### src/rtl/tick_pkg.sv
// Shared types and constants for the tick-driven BCD counter.
package tick_pkg;

    localparam int BCD_W = 4;
    localparam logic [BCD_W-1:0] BCD_MAX = 4'd9;

    typedef enum logic [1:0] {
        IDLE  = 2'd0,
        RUN   = 2'd1,
        PAUSE = 2'd2
    } state_e;

endpackage

### src/rtl/sync_edge_detect.sv
// Brings an asynchronous level into the clk domain and flags its rising edges.
module sync_edge_detect #(
    parameter int SYNC_STAGES = 2
) (
    input  logic clk,
    input  logic rst_n,
    input  logic async_in,
    output logic rise
);

    logic [SYNC_STAGES-1:0] sync_q;
    logic [SYNC_STAGES-1:0] sync_d;
    logic                   hist_q;
    logic                   hist_d;

    always_comb begin
        sync_d = {sync_q[SYNC_STAGES-2:0], async_in};
        hist_d = sync_q[SYNC_STAGES-1];
    end

    always_ff @(posedge clk) begin
        if (!rst_n) begin
            sync_q <= '0;
            hist_q <= 1'b0;
        end else begin
            sync_q <= sync_d;
            hist_q <= hist_d;
        end
    end

    // Combinational so the consumer can register the pulse and count it in the same edge.
    assign rise = sync_q[SYNC_STAGES-1] & ~hist_q;

endmodule

### src/rtl/tick_bcd_counter.sv
// Counts rising edges of a slow divided clock in a multi-digit BCD counter
// under start/stop/clear control; also emits per-edge tick and rollover wrap pulses.
module tick_bcd_counter
    import tick_pkg::*;
#(
    parameter int DIGITS      = 2,
    parameter int SYNC_STAGES = 2
) (
    input  logic                      clk,
    input  logic                      rst_n,
    input  logic                      slow_clk,
    input  logic                      start,
    input  logic                      stop,
    input  logic                      clear,
    output logic [BCD_W*DIGITS-1:0]   bcd,
    output logic                      running,
    output logic                      tick,
    output logic                      wrap,
    output state_e                    state_dbg
);

    localparam int BW = BCD_W * DIGITS;

    logic            rise;
    state_e          state_q, state_d;
    logic [BW-1:0]   bcd_q, bcd_d;
    logic [BW-1:0]   bcd_inc;
    logic [DIGITS-1:0] nine;
    logic            tick_q, tick_d;
    logic            wrap_q, wrap_d;
    logic            running_q, running_d;
    logic            count_en;

    sync_edge_detect #(
        .SYNC_STAGES (SYNC_STAGES)
    ) u_sync (
        .clk      (clk),
        .rst_n    (rst_n),
        .async_in (slow_clk),
        .rise     (rise)
    );

    // bcd_inc is the count plus one; a digit steps only when every lower digit is 9.
    for (genvar k = 0; k < DIGITS; k++) begin : g_digit
        assign nine[k] = (bcd_q[k*BCD_W +: BCD_W] == BCD_MAX);
        if (k == 0) begin : g_lsd
            assign bcd_inc[BCD_W-1:0] = nine[0] ? '0 : bcd_q[BCD_W-1:0] + 4'd1;
        end else begin : g_upper
            assign bcd_inc[k*BCD_W +: BCD_W] =
                (&nine[k-1:0]) ? (nine[k] ? '0 : bcd_q[k*BCD_W +: BCD_W] + 4'd1)
                               : bcd_q[k*BCD_W +: BCD_W];
        end
    end

    always_comb begin
        state_d  = state_q;
        bcd_d    = bcd_q;
        wrap_d   = 1'b0;
        tick_d   = rise;
        count_en = (state_q == RUN) && rise;
        if (clear) begin
            state_d = IDLE;
            bcd_d   = '0;
        end else begin
            case (state_q)
                IDLE, PAUSE: if (start) state_d = RUN;
                RUN:         if (stop)  state_d = PAUSE;
                default:     state_d = IDLE;
            endcase
            if (count_en) begin
                bcd_d  = bcd_inc;
                wrap_d = &nine;
            end
        end
        running_d = (state_d == RUN);
    end

    always_ff @(posedge clk) begin
        if (!rst_n) begin
            state_q   <= IDLE;
            bcd_q     <= '0;
            tick_q    <= 1'b0;
            wrap_q    <= 1'b0;
            running_q <= 1'b0;
        end else begin
            state_q   <= state_d;
            bcd_q     <= bcd_d;
            tick_q    <= tick_d;
            wrap_q    <= wrap_d;
            running_q <= running_d;
        end
    end

    assign bcd       = bcd_q;
    assign running   = running_q;
    assign tick      = tick_q;
    assign wrap      = wrap_q;
    assign state_dbg = state_q;

endmodule

### config.mk
export PLATFORM = sky130hd
export DESIGN_NAME = tick_bcd_counter
export DESIGN_NICKNAME = d
export VERILOG_FILES = /design/src/rtl/tick_pkg.sv /design/src/rtl/sync_edge_detect.sv /design/src/rtl/tick_bcd_counter.sv
export SDC_FILE = /design/constraint.sdc
export NUM_CORES = 1
export LEC_CHECK = 0
export ABC_AREA = 1
export BUFFER_PORTS_ARGS = -buffer_cell sky130_fd_sc_hd__clkbuf_2
export CORE_MARGIN = 10
export CORE_UTILIZATION = 52
export CTS_BUF_LIST = sky130_fd_sc_hd__clkbuf_4
export DETAILED_ROUTE_END_ITERATION = 8
export HOLD_SLACK_MARGIN = 0.15
export PLACE_DENSITY_LB_ADDON = 0.25
export SETUP_SLACK_MARGIN = 0.02
export SLEW_MARGIN = 20
export SYNTH_ARGS = -nofsm -noshare
export SYNTH_HDL_FRONTEND = slang
export SYNTH_SLANG_ARGS = --single-unit
### constraint.sdc
create_clock -name clk -period 1.4 [get_ports clk]
set_input_delay 0.14 -clock clk [delete_from_list [all_inputs] [get_ports clk]]
set_output_delay 0.14 -clock clk [all_outputs]
set_load 0.01 [all_outputs]
Yosys cells after proc, flatten, opt, wreduce, memory -nomap -nowiden. Cells that the tools add are included.

$add $sub $neg: 2. Mux-type cells: 6. Bitwise operators: 4. Equality and inequality tests: 5. Reduce and logical (&&, ||, !) cells: 7.

Operators with widths (count): $add 4x1->4 const B (2); $eq 4x4->1 const B (2); $mux 4 (2); $mux 2 (3); $eq 2x1->1 const B (2); $pmux 2 s2 (1); $reduce_and 2->1 (2); $reduce_or 2->1 (2); $not 1->1 (3); $reduce_or 3->1 (1); $eq 2x2->1 const B (1); $logic_not 2->1 (1); $and 1x1->1 (1); $logic_and 1x1->1 (1).

Register bits: 16. Output and inout bits: 13. Word-level logic and storage cells: 32. Bits of input ports: 6.

Longest topological paths before layout. Gate-level depths: netlist (run 1).

Depth after elaboration: 5. Gate-level depth with buffers: 7. Mapped depth without buffers: 7.

Hierarchy. From an unflattened synthesis (run 1), not the netlist that was laid out.

Cell total of the unflattened synthesis: 95. Area, all modules: 675.6 sq um.

Modules (own cells, without submodules): tick_bcd_counter (seq. area each 260.2 sq um, area each 583.1 sq um, cells an instance 84, times used 1); sync_edge_detect (seq. area each 60.1 sq um, area each 92.6 sq um, cells an instance 11, times used 1).

Worst setup path after synthesis (run 1). OpenSTA, ideal clock, no wires.

Path kind: register to register. Start: reg state_q[0] (netlist: state_dbg[0]). End: reg bcd_q[5] (netlist: bcd[5]). Buffers on the path: 0. Path slack: 0.331 ns. Cell stages (with the launch flop): 8. Data arrival time: 0.956 ns. Required time: 1.287 ns. Cell sequence: dfxtp_1 -> inv_2 -> nor2_4 -> nand2_2 -> nor2_4 -> nand2_1 -> nand3_1 -> nand2_1.

Cells in the longest elaborated chain, start to end: 3.

RTL lines: start, declared (RTL line tick_bcd_counter.sv:25) `state_e state_q, state_d;`; start signal, assigned (RTL line tick_bcd_counter.sv:86) `state_q <= state_d;`; $eq 2x1->1 (RTL line tick_bcd_counter.sv:60) `count_en = (state_q == RUN) && rise;`; $logic_and 1x1->1 (RTL line tick_bcd_counter.sv:60); $reduce_and 2->1 (no source line); end signal, assigned (RTL line tick_bcd_counter.sv:81) `bcd_q <= '0;`; end signal, assigned (RTL line tick_bcd_counter.sv:87) `bcd_q <= bcd_d;`; end, declared (RTL line tick_bcd_counter.sv:26) `logic [BW-1:0] bcd_q, bcd_d;`.

Every way passes these cells. A chain may end at the register's enable or synchronous reset.

Final worst setup path (run 1).
Start: in rst_n. End: reg u_sync.sync_q[0].

RTL lines: start, declared (RTL line tick_bcd_counter.sv:10) `input logic rst_n,`; end signal, assigned (RTL line sync_edge_detect.sv:26) `sync_q <= sync_d;`; end, declared (RTL line sync_edge_detect.sv:11) `logic [SYNC_STAGES-1:0] sync_q;`.

No word-level cell between the ends.

==> summary.txt, run 1 <==
Power and ir drop
  – Pwr/cell area: approximately 860 nW/µm²
  – Pint: roughly 600 µW
  – Worst-case vdd ir drop: 0.000576 V
  – Switching Fraction: 0.222
  – P_sw: about 170 µW
  – Gate power share: 0.073
  – Leakage dissipation: a little under 0.0004 µW
  – Flop pwr share: 0.617
  – Share of total power in the clock network: 0.310

STA
  – RSZ-0062 raised after global routing: no
  – Layout Skew: around 0.0024 ns
  – Fin Setup TNS: 0 ns
  – Final Hold Vio Count: 0
  – Relative max-transition margin: 0.843
  – Fin Hold WS: ~0.17 ns
  – Peak Freq: between 0.7 and 0.8 GHz
  – Final setup violation count: 0
  – Final period util: 0.898
  – Slew @ Worst Pin: 0.235 ns
  – Slew Viols, Final: 0
  – Worst Setup Slack, final: ~0.14 ns
  – Final min period: 1.26 ns

Final layout
  – Final Util: 0.681
  – Commonest cells after routing, fill and taps aside: 25 x nand2_1, 18 x inv_1, 18 x clkbuf_2, 16 x dfxtp_1, 14 x nor2_1
  – Post-layout nets: 133
  – Most common cell after layout, fill and taps aside: nand2_1
  – Final instance area: 875 µm²
  – Layout cell share with drive strength beyond 1: 0.240
  – Area delta synth->final: 26.2%
  – # diodes: 0

Floorplanning
  – Die width: around 57 µm
  – Core area: 1280 µm²
  – Die area: around 3200 µm²
  – Die height: about 57 µm
  – FP Rows: 13
  – Ports: 19
  – Initial Utilization: 0.539

GRT
  – GRT Overall Usage: 0.0933
  – Largest net degree at the start of global routing: 11
  – Vias in the first global route: 564
  – Initial antenna violation count: 0
  – Grt ovf: 0
  – First-pass GRT wire length: approximately 2.4 mm

Worst setup path
  – Critical Path RT: roughly 1.6 ns
  – Startpoint types: input port
  – CP Class: input port to flop
  – Cell family with most CP delay: buffers and inverters
  – Crit. End Element: flop
  – Slowest CP cell: dlygate4sd3_1
  – Max incr delay on CP: between 0.5 and 0.6 ns
  – CP most frequent cell: dlygate4sd3_1
  – Launching point of the worst reg2reg path: bcd[0]$_SDFFE_PP0N_
  – R2r endpoint: bcd[7]$_SDFFE_PP0P_
  – Critical path buffer and inverter count: 4
  – Critical path arrival: 1.45 ns
  – Worst r2r path cells: 7
  – CP Max Fanout: 4
  – Flop-to-flop setup slack: ~0.30 ns
  – Critical Path, Cell by Cell: dlygate4sd3_1, clkbuf_2, nand2_1, dlygate4sd3_1, inv_1

Clock tree
  – CTS Root Cell: clkbuf_4
  – Clock sinks: 16
  – Clock buffer count from CTS: 3
  – Setup Fix Bufs, Post-CTS: 0
  – CTS tree: yes
  – Clock-pin slew on the worst setup and hold paths: approximately 0.09 ns
  – CTS Buffer Depth: 2
  – Clock Latency Late Sink: about 0.28 ns
  – Number of H-tree levels: 1

Logic synthesis
  – Synthesized area: roughly 700 µm²
  – Syn Inst Count: 99
  – Leading area contributor after synthesis: dfxtp_1
  – Yosys reg bits: 16
  – Register area share after synthesis: 0.462
  – Yosys warns: 0
  – Yosys top cell area share: 0.462
  – Netlist cell types: 16
  – Post-Syn Nets: 105
  – Mean post-synth cell area: 7.00 µm²
  – Top post-synthesis cells by area: dfxtp_1 46%, nand2_1 14%, inv_1 9.7%

Route
  – Detailed Route WL: between 1 and 1.5 mm
  – Drt drc: 0
  – Via count: between 600 and 700
  – Post-DR wirelength/cell: about 10 µm
  – Detail Route Antenna Nets: 0
  – DRT iter0 DRCs: 12
  – DRT Pass-1 Iters: 4
  – Vias per std cell: 4.67

Placed design
  – GPL Wtd Cong: 0.831
  – Port bufs: 18
  – Setup WS pre-CTS: 0.317 ns
  – Hpwl dp: 1.08 mm
  – Placed Area: 802 µm²

Hold path
  – Hold crit path type: input port to flop
  – Hold Path Stages: 4
  – Hold path endpoint: bcd[4]$_SDFFE_PP0P_
  – Hold Path Origin: clear

Flow run
  – Max Cap Viol: 0

Status
  – Status: complete, no violations
[power groups by stage]
stage / Clock [µW] / Sequential (µW) / Combinational [µW]
floorplan: 0 / 479 / 24.9
global placement: 0 / 477 / 43.6
detailed placement: 0 / 478 / 44.4
CTS: 242 / 467 / 55.2
global route: 263 / 468 / 61.3
finish: 234 / 467 / 55.1
[cells by family (layout without fill, tap and decap cells)]
group | Yosys count | in the layout | synth area share
AOI/OAI and AO/OA | 10 | 10 | 0.0776
buffers and inverters | 20 | 46 | 0.108
DFF | 16 | 16 | 0.462
and+or+nand+nor | 53 | 53 | 0.352
[worst min-delay path, delay by kind of cell]
family | cells | cell delay [ns]
AND/OR/NAND/NOR | 3 | 0.17
buffers and inverters | 1 | 0.11
[stage by stage]
stage	total power, µW	instances
2_1_floorplan	504	99
3_3_place_gp	521	132
3_5_place_dp	522	132
4_1_cts	765	140
5_1_grt	792	140
6_report	756	140
[Yosys cell counts (all sizes together)]
cell type	instances
a21oi	6
inv	20
nand3	5
nor2	18
nand4	1
nand2	26
dfxtp	16
nor3	3
o21ai	4
[state kept, by name, indices dropped and copies added, names as in the netlist]
signal / count
bcd: 8
running: 1
state_dbg: 2
tick: 1
u_sync.hist_q: 1
u_sync.sync_q: 2
wrap: 1
[layer usage]
metal | part of all wire | GRT usage | vias up | wire, µm
li1 | - | - | 355 | -
met1 | 0.48 | 0.117 | 271 | 677
met2 | 0.41 | 0.125 | 24 | 573
met3 | 0.089 | 0.0382 | 4 | 125
met4 | 0.019 | 0.0619 | 0 | 27
met5 | 0 | 0 | - | 0
[final cells by class]
cell class                 count  area, µm²
clock buffer                   3       22.5
fill                         105        410
multi-input combinational     63        298
timing repair buffer          23        140
sequential                    16        320
tap                           15       18.8
inverter                      20       75.1
[what timing repair did]
action | 4_1_cts | 5_1_grt
resized for setup | 0 | 0
hold buffers | 5 | 0
hold endpoints to repair | 7 | 0
[worst max path at each step]
stage               slack, ns  cells after the start                          end                    start
global route             0.10                      6              wrap$_SDFF_PP0_                    rst_n
CTS                      0.17                      5  u_sync.sync_q[0]$_SDFF_PN0_                    rst_n
floorplan                0.33                      7          bcd[5]$_SDFFE_PP0P_  state_dbg[0]$_SDFF_PN0_
finish                   0.14                      5  u_sync.sync_q[0]$_SDFF_PN0_                    rst_n
global placement         0.33                      6          bcd[3]$_SDFFE_PP0N_  state_dbg[1]$_SDFF_PN0_
detailed placement       0.32                      7          bcd[5]$_SDFFE_PP0P_      bcd[0]$_SDFFE_PP0N_
Power figures use the tool's default switching activity.
==> run 2, diff against run 1 <==
PLACE_DENSITY = 0.84   (was not set)
PLACE_DENSITY_LB_ADDON = not set   (was 0.25)
==> summary.txt, run 2 (synthesis gave the netlist of run 1 again) <==
Status
  – Status: complete, no violations

Worst setup path
  – Flop-to-flop setup slack: 0.28 ns (-0.02 ns)
  – Critical path arrival: 1.44 ns (about the same)
  – CP Max Fanout: 4 (unchanged)
  – Critical Path, Cell by Cell: dlygate4sd3_1, clkbuf_2, nand2_1, dlygate4sd3_1, inv_1
  – Max incr delay on CP: 0.54 ns (about the same)
  – Crit. End Element: flop
  – Cell family with most CP delay: buffers and inverters
  – Startpoint types: input port
  – CP most frequent cell: dlygate4sd3_1
  – Slowest CP cell: dlygate4sd3_1
  – Critical path buffer and inverter count: 4 (unchanged)
  – Critical Path RT: 1.59 ns (about the same)
  – CP Class: input port to flop

Hold path
  – Hold crit path type: flop to flop

STA
  – Final Hold Vio Count: 0 (unchanged)
  – Final min period: 1.24 ns (-0.0136 ns)
  – Worst Setup Slack, final: 0.157 ns (+0.0136 ns)
  – Slew @ Worst Pin: 0.242 ns (+0.00638 ns)
  – Fin Setup TNS: 0 ns (unchanged)
  – Peak Freq: 0.804 GHz (+1.1%)
  – Relative max-transition margin: 0.838 (-0.00427)
  – RSZ-0062 raised after global routing: no
  – Final setup violation count: 0 (unchanged)
  – Slew Viols, Final: 0 (unchanged)
  – Fin Hold WS: 0.423 ns (+0.255 ns)
  – Final period util: 0.888 (-0.00970)
  – Layout Skew: 0.00841 ns (+0.00598 ns)

Placed design
  – Hpwl dp: 1.21 mm (+12%)
  – Setup WS pre-CTS: 0.276 ns (-0.0409 ns)
  – Port bufs: 18 (unchanged)
  – GPL Wtd Cong: 0.827 (-0.54%)

Clock tree
  – CTS Buffer Depth: 2 (unchanged)
  – Post-cts sizing count: 0 (unchanged)
  – Number of H-tree levels: 1 (unchanged)
  – CTS Root Cell: clkbuf_4
  – Hold-fix buffers at CTS: 6 (+1)
  – Clock Latency Late Sink: 0.29 ns (about the same)
  – Clock sinks: 16 (unchanged)
  – Clock-pin slew on the worst setup and hold paths: 0.09 ns (about the same)
  – Setup Fix Bufs, Post-CTS: 0 (unchanged)
  – Clock buffer count from CTS: 3 (unchanged)
  – CTS tree: yes

Route
  – Post-DR wirelength/cell: 11.0 µm (+9.2%)
  – DRT iter0 DRCs: 8 (-4)
  – Detail Route Antenna Nets: 0 (unchanged)
  – Detailed Route WL: 1.56 mm (+11%)
  – Drt drc: 0 (unchanged)
  – Via count: 673 (+2.9%)
  – Vias per std cell: 4.74 (+1.5%)
  – DRT Pass-1 Iters: 4 (unchanged)

Final layout
  – Max reg flops: 8 (unchanged)
  – Layout cell share with drive strength beyond 1: 0.236 (-0.00378)
  – Post-layout nets: 134 (+0.75%)
  – Most common cell after layout, fill and taps aside: nand2_1
  – Final Util: 0.691 (+0.0107)
  – # diodes: 0 (unchanged)
  – Commonest cells after routing, fill and taps aside: 25 x nand2_1, 18 x inv_1, 18 x clkbuf_2, 16 x dfxtp_1, 14 x nor2_1
  – Area delta synth->final: 28.2%

GRT
  – GRT Overall Usage: 0.103 (+0.0100)
  – First-pass GRT wire length: 2.70 mm (+12%)
  – Vias in the first global route: 666 (+18%)
  – Largest net degree at the start of global routing: 11 (unchanged)
  – Grt ovf: 0 (unchanged)
  – Initial antenna violation count: 0 (unchanged)

Power and ir drop
  – Pwr/cell area: 874 nW/µm² (+1.1%)
  – Worst-case vdd ir drop: 0.000684 V (+19%)
  – Leakage dissipation: 0.000402 µW (+1.5%)

Floorplanning
  – Ports: 19 (unchanged)
  – Die height: 56.5 µm (unchanged)
  – Die area: 3190 µm² (unchanged)
  – Initial Utilization: 0.539 (unchanged)
  – FP Rows: 13 (unchanged)
  – Core area: 1280 µm² (unchanged)
  – Die width: 56.5 µm (unchanged)

Flow run
  – Max Cap Viol: 0 (unchanged)
## run 2: cell count changes in the layout (fill, tap and decap cells not counted)
cell / delta
dlygate4sd3_1: +1
clkinv_1: +1
## run 2: worst reg2reg max path, delay by kind of cell, from the launching register on
kind / cells / cell delay, ns
AND/OR/NAND/NOR: 6 / 0.55
flip-flops: 1 / 0.40
buffers and inverters: 1 / 0.08
## run 2: metal layers
metal | up-vias | part of all wire | routed length (µm) | track usage
met3 | 5 | 0.065 | 101 | 0.0404
met5 | - | 0 | 0 | 0
met4 | 0 | 0.024 | 38 | 0.0619
met2 | 17 | 0.45 | 692 | 0.163
li1 | 357 | - | - | -
met1 | 294 | 0.46 | 723 | 0.113
## run 2: where the power goes
part,switching [µW],internal (µW),total (µW)
sequential,4.96,462,467
clock,147,104,251
combinational,30.0,27.6,57.6
## run 2: final cells by class
class / count / area (µm²)
clock buffer: 3 / 22.5
clock inverter: 1 / 3.75
fill: 120 / 397
inverter: 20 / 75.1
multi-input combinational: 63 / 298
sequential: 16 / 320
tap: 15 / 18.8
timing repair buffer: 24 / 150
## run 2: final timing paths
kind,from,endpoint,cells past startpoint
setup reg to reg,state_dbg[0]$_SDFF_PN0_,bcd[5]$_SDFFE_PP0P_,7
hold reg to reg,u_sync.sync_q[0]$_SDFF_PN0_,u_sync.sync_q[1]$_SDFF_PN0_,2
setup / recovery,rst_n,u_sync.sync_q[0]$_SDFF_PN0_,5
hold / removal,u_sync.sync_q[0]$_SDFF_PN0_,u_sync.sync_q[1]$_SDFF_PN0_,2
## run 2: per-stage QoR
stage | std cells | area [µm²] | power (µW)
finish | 142 | 888 | 776
global route | 142 | 888 | 807
CTS | 142 | 888 | 779
detailed placement | 132 | 802 | 523
global placement | 132 | 802 | 521
floorplan | 99 | 693 | 504
==> run 3, diff against run 2 <==
--- a/config.mk
+++ b/config.mk
@@ -16,3 +16,3 @@
 export SETUP_SLACK_MARGIN = 0.02
-export SLEW_MARGIN = 20
+export SLEW_MARGIN = 10
 export SYNTH_ARGS = -nofsm -noshare
==> constraint.sdc (replaced) <==
create_clock -name clk -period 1.2 [get_ports clk]
set_input_delay 0.3 -clock clk [delete_from_list [all_inputs] [get_ports clk]]
set_output_delay 0.3 -clock clk [all_outputs]
set_load 0.01 [all_outputs]
==> summary.txt, run 3 (synthesis gave the netlist of run 1 again) <==
Status
  – Status: complete, no violations

Power and ir drop
  – Pint: 680 µW (+15%)
  – P_sw: 202 µW (+11%)
  – Worst-case vdd ir drop: 0.000791 V (+16%)
  – Share of total power in the clock network: 0.323 (about the same)
  – Gate power share: 0.059 (-0.015)
  – Flop pwr share: 0.618 (+0.016)
  – Leakage dissipation: 0.000380 µW (-5.3%)
  – Switching Fraction: 0.229 (-0.00583)
  – Pwr/cell area: 1050 nW/µm² (+20%)

Floorplanning
  – FP Rows: 13 (unchanged)
  – Die height: 56.5 µm (unchanged)
  – Die width: 56.5 µm (unchanged)
  – Core area: 1280 µm² (unchanged)
  – Die area: 3190 µm² (unchanged)
  – Ports: 19 (unchanged)
  – Initial Utilization: 0.539 (unchanged)

Worst setup path
  – Startpoint types: flop
  – Critical path arrival: 0.85 ns (-0.59 ns)
  – CP Max Fanout: 4 (unchanged)
  – Critical path buffer and inverter count: 1 (-3)
  – Max incr delay on CP: 0.40 ns (-0.14 ns)
  – Critical Path RT: 0.90 ns (-0.69 ns)
  – Crit. End Element: primary output
  – Slowest CP cell: dfxtp_1
  – Cell family with most CP delay: flip-flops
  – Critical Path, Cell by Cell: clkbuf_2
  – CP Class: flop to primary output

STA
  – Fin Setup TNS: 0 ns (unchanged)
  – Final setup violation count: 0 (unchanged)
  – Final period util: 0.955
  – Relative max-transition margin: 0.837 (-0.00155)
  – Final min period: about 1.1 ns
  – Final Hold Vio Count: 0 (unchanged)
  – Peak Freq: about 0.87 GHz
  – Slew Viols, Final: 0 (unchanged)
  – Slew @ Worst Pin: 0.244 ns (+0.00231 ns)
  – Layout Skew: 0.0102 ns (+0.00177 ns)
  – RSZ-0062 raised after global routing: yes

Final layout
  – Layout cell share with drive strength beyond 1: 0.306 (+0.0696)
  – Storage element area: 328 µm² (+2.3%)
  – Area delta synth->final: 20.9%
  – Post-layout nets: 128 (-4.5%)
  – Multi-input gate area: 300 µm² (+0.84%)
  – Max reg flops: 8 (unchanged)
  – # diodes: 0 (unchanged)
  – Final instance area: 838 µm² (-5.6%)
  – Most common cell after layout, fill and taps aside: nand2_1
  – Commonest cells after routing, fill and taps aside: 25 x nand2_1, 18 x inv_1, 18 x clkbuf_2, 13 x nor2_1, 10 x dfxtp_1
  – Fill cells: 127 (+5.8%)

Clock tree
  – CTS Root Cell: clkbuf_4
  – Setup Fix Bufs, Post-CTS: 0 (unchanged)
  – Clock buffer count from CTS: 3 (unchanged)
  – CTS tree: yes
  – Clock Latency Late Sink: 0.28 ns (about the same)
  – Clock-pin slew on the worst setup and hold paths: 0.10 ns (about the same)
  – CTS Buffer Depth: 2 (unchanged)
  – Clock sinks: 16 (unchanged)
  – Number of H-tree levels: 1 (unchanged)

GRT
  – Grt ovf: 0 (unchanged)
  – First-pass GRT wire length: 2.61 mm (-3.6%)
  – Vias in the first global route: 654 (-1.8%)
  – Initial antenna violation count: 0 (unchanged)
  – GRT Overall Usage: 0.100 (-0.00320)
  – Largest net degree at the start of global routing: 11 (unchanged)

Route
  – DRT iter0 DRCs: 11 (+3)
  – Detail Route Antenna Nets: 0 (unchanged)
  – Post-DR wirelength/cell: 10.9 µm (-0.22%)
  – Detailed Route WL: 1.49 mm (-4.4%)
  – Drt drc: 0 (unchanged)
  – DRT Pass-1 Iters: 4 (unchanged)
  – Vias per std cell: 4.81 (+1.5%)
  – Via count: 654 (-2.8%)

Placed design
  – Hpwl dp: 1.21 mm (-0.23%)
  – GPL Wtd Cong: 0.826 (about the same)
  – Port bufs: 18 (unchanged)
  – Placed Area: 802 µm² (unchanged)

Flow run
  – Max Cap Viol: 0 (unchanged)

Hold path
  – Hold crit path type: input port to flop
-- run 3: cell types whose count changed in the layout (fill, tap and decap cells not counted), sizes merged --
| cell | previous run | this run |
|---|---|---|
| dlygate4sd3 | 6 | 0 |
-- run 3: worst reg2reg max path, stage by stage (launching register included) --
cell	delay (ns)
dfxtp_2	0.36
inv_2	0.05
nor2_2	0.10
nand2_1	0.10
nor2_4	0.16
nand2_1	0.08
nand3_1	0.07
nand2_1	0.04
-- run 3: final timing paths --
kind                                                     to  cells past startpoint                        start  slack, ns
worst max-delay path                                 bcd[1]                      1          bcd[1]$_SDFFE_PP0N_       0.05
worst min-delay path            u_sync.sync_q[0]$_SDFF_PN0_                      3                     slow_clk       0.21
worst max register to register          bcd[5]$_SDFFE_PP0P_                      7          bcd[0]$_SDFFE_PP0N_       0.14
worst min register to register  u_sync.sync_q[1]$_SDFF_PN0_                      2  u_sync.sync_q[0]$_SDFF_PN0_       0.43
-- run 3: what timing repair did --
| item | CTS | global route |
|---|---|---|
| endpoints found under the setup margin | 1 | 7 |
| pin swaps | 0 | 1 |
| hold buffers | 0 | 0 |
| resized for setup | 1 | 6 |
| cloned | 0 | 0 |
-- run 3: cell type report --
cell class / count / share of cell area
clock buffer: 3 / 0.0269
clock inverter: 1 / 0.00448
inverter: 20 / 0.0896
multi-input combinational: 63 / 0.358
sequential: 16 / 0.391
tap: 15 / 0.0224
timing repair buffer: 18 / 0.107
-- run 3: through the flow --
stage	hold slack (ns)	setup slack [ns]	std cells	util	total power, µW
6_report	0.210	0.0541	136	0.652	882
2_1_floorplan	0.390	0.131	99	-	588
3_3_place_gp	0.392	0.103	132	0.624	607
4_1_cts	0.207	0.0400	136	0.646	893
3_5_place_dp	0.410	0.0699	132	0.624	610
5_1_grt	0.217	0.00267	136	0.652	923
-- run 3: power by group through the flow --
| stage | combinational, µW | clock (µW) | sequential [µW] |
|---|---|---|---|
| floorplan | 29.0 | 0 | 559 |
| global placement | 50.5 | 0 | 557 |
| detailed placement | 52.4 | 0 | 558 |
| CTS | 52.5 | 294 | 546 |
| global route | 59.8 | 316 | 547 |
| finish | 52.1 | 285 | 546 |
-- run 3: per-layer routing --
metal / wire [µm] / vias up / global-route usage / share of wire
met1: 670 / 289 / 0.107 / 0.45
met4: 8 / 0 / 0.0619 / 0.0054
met2: 693 / 18 / 0.158 / 0.47
met5: 0 / - / 0 / 0
met3: 112 / 2 / 0.0427 / 0.075
li1: - / 345 / - / -
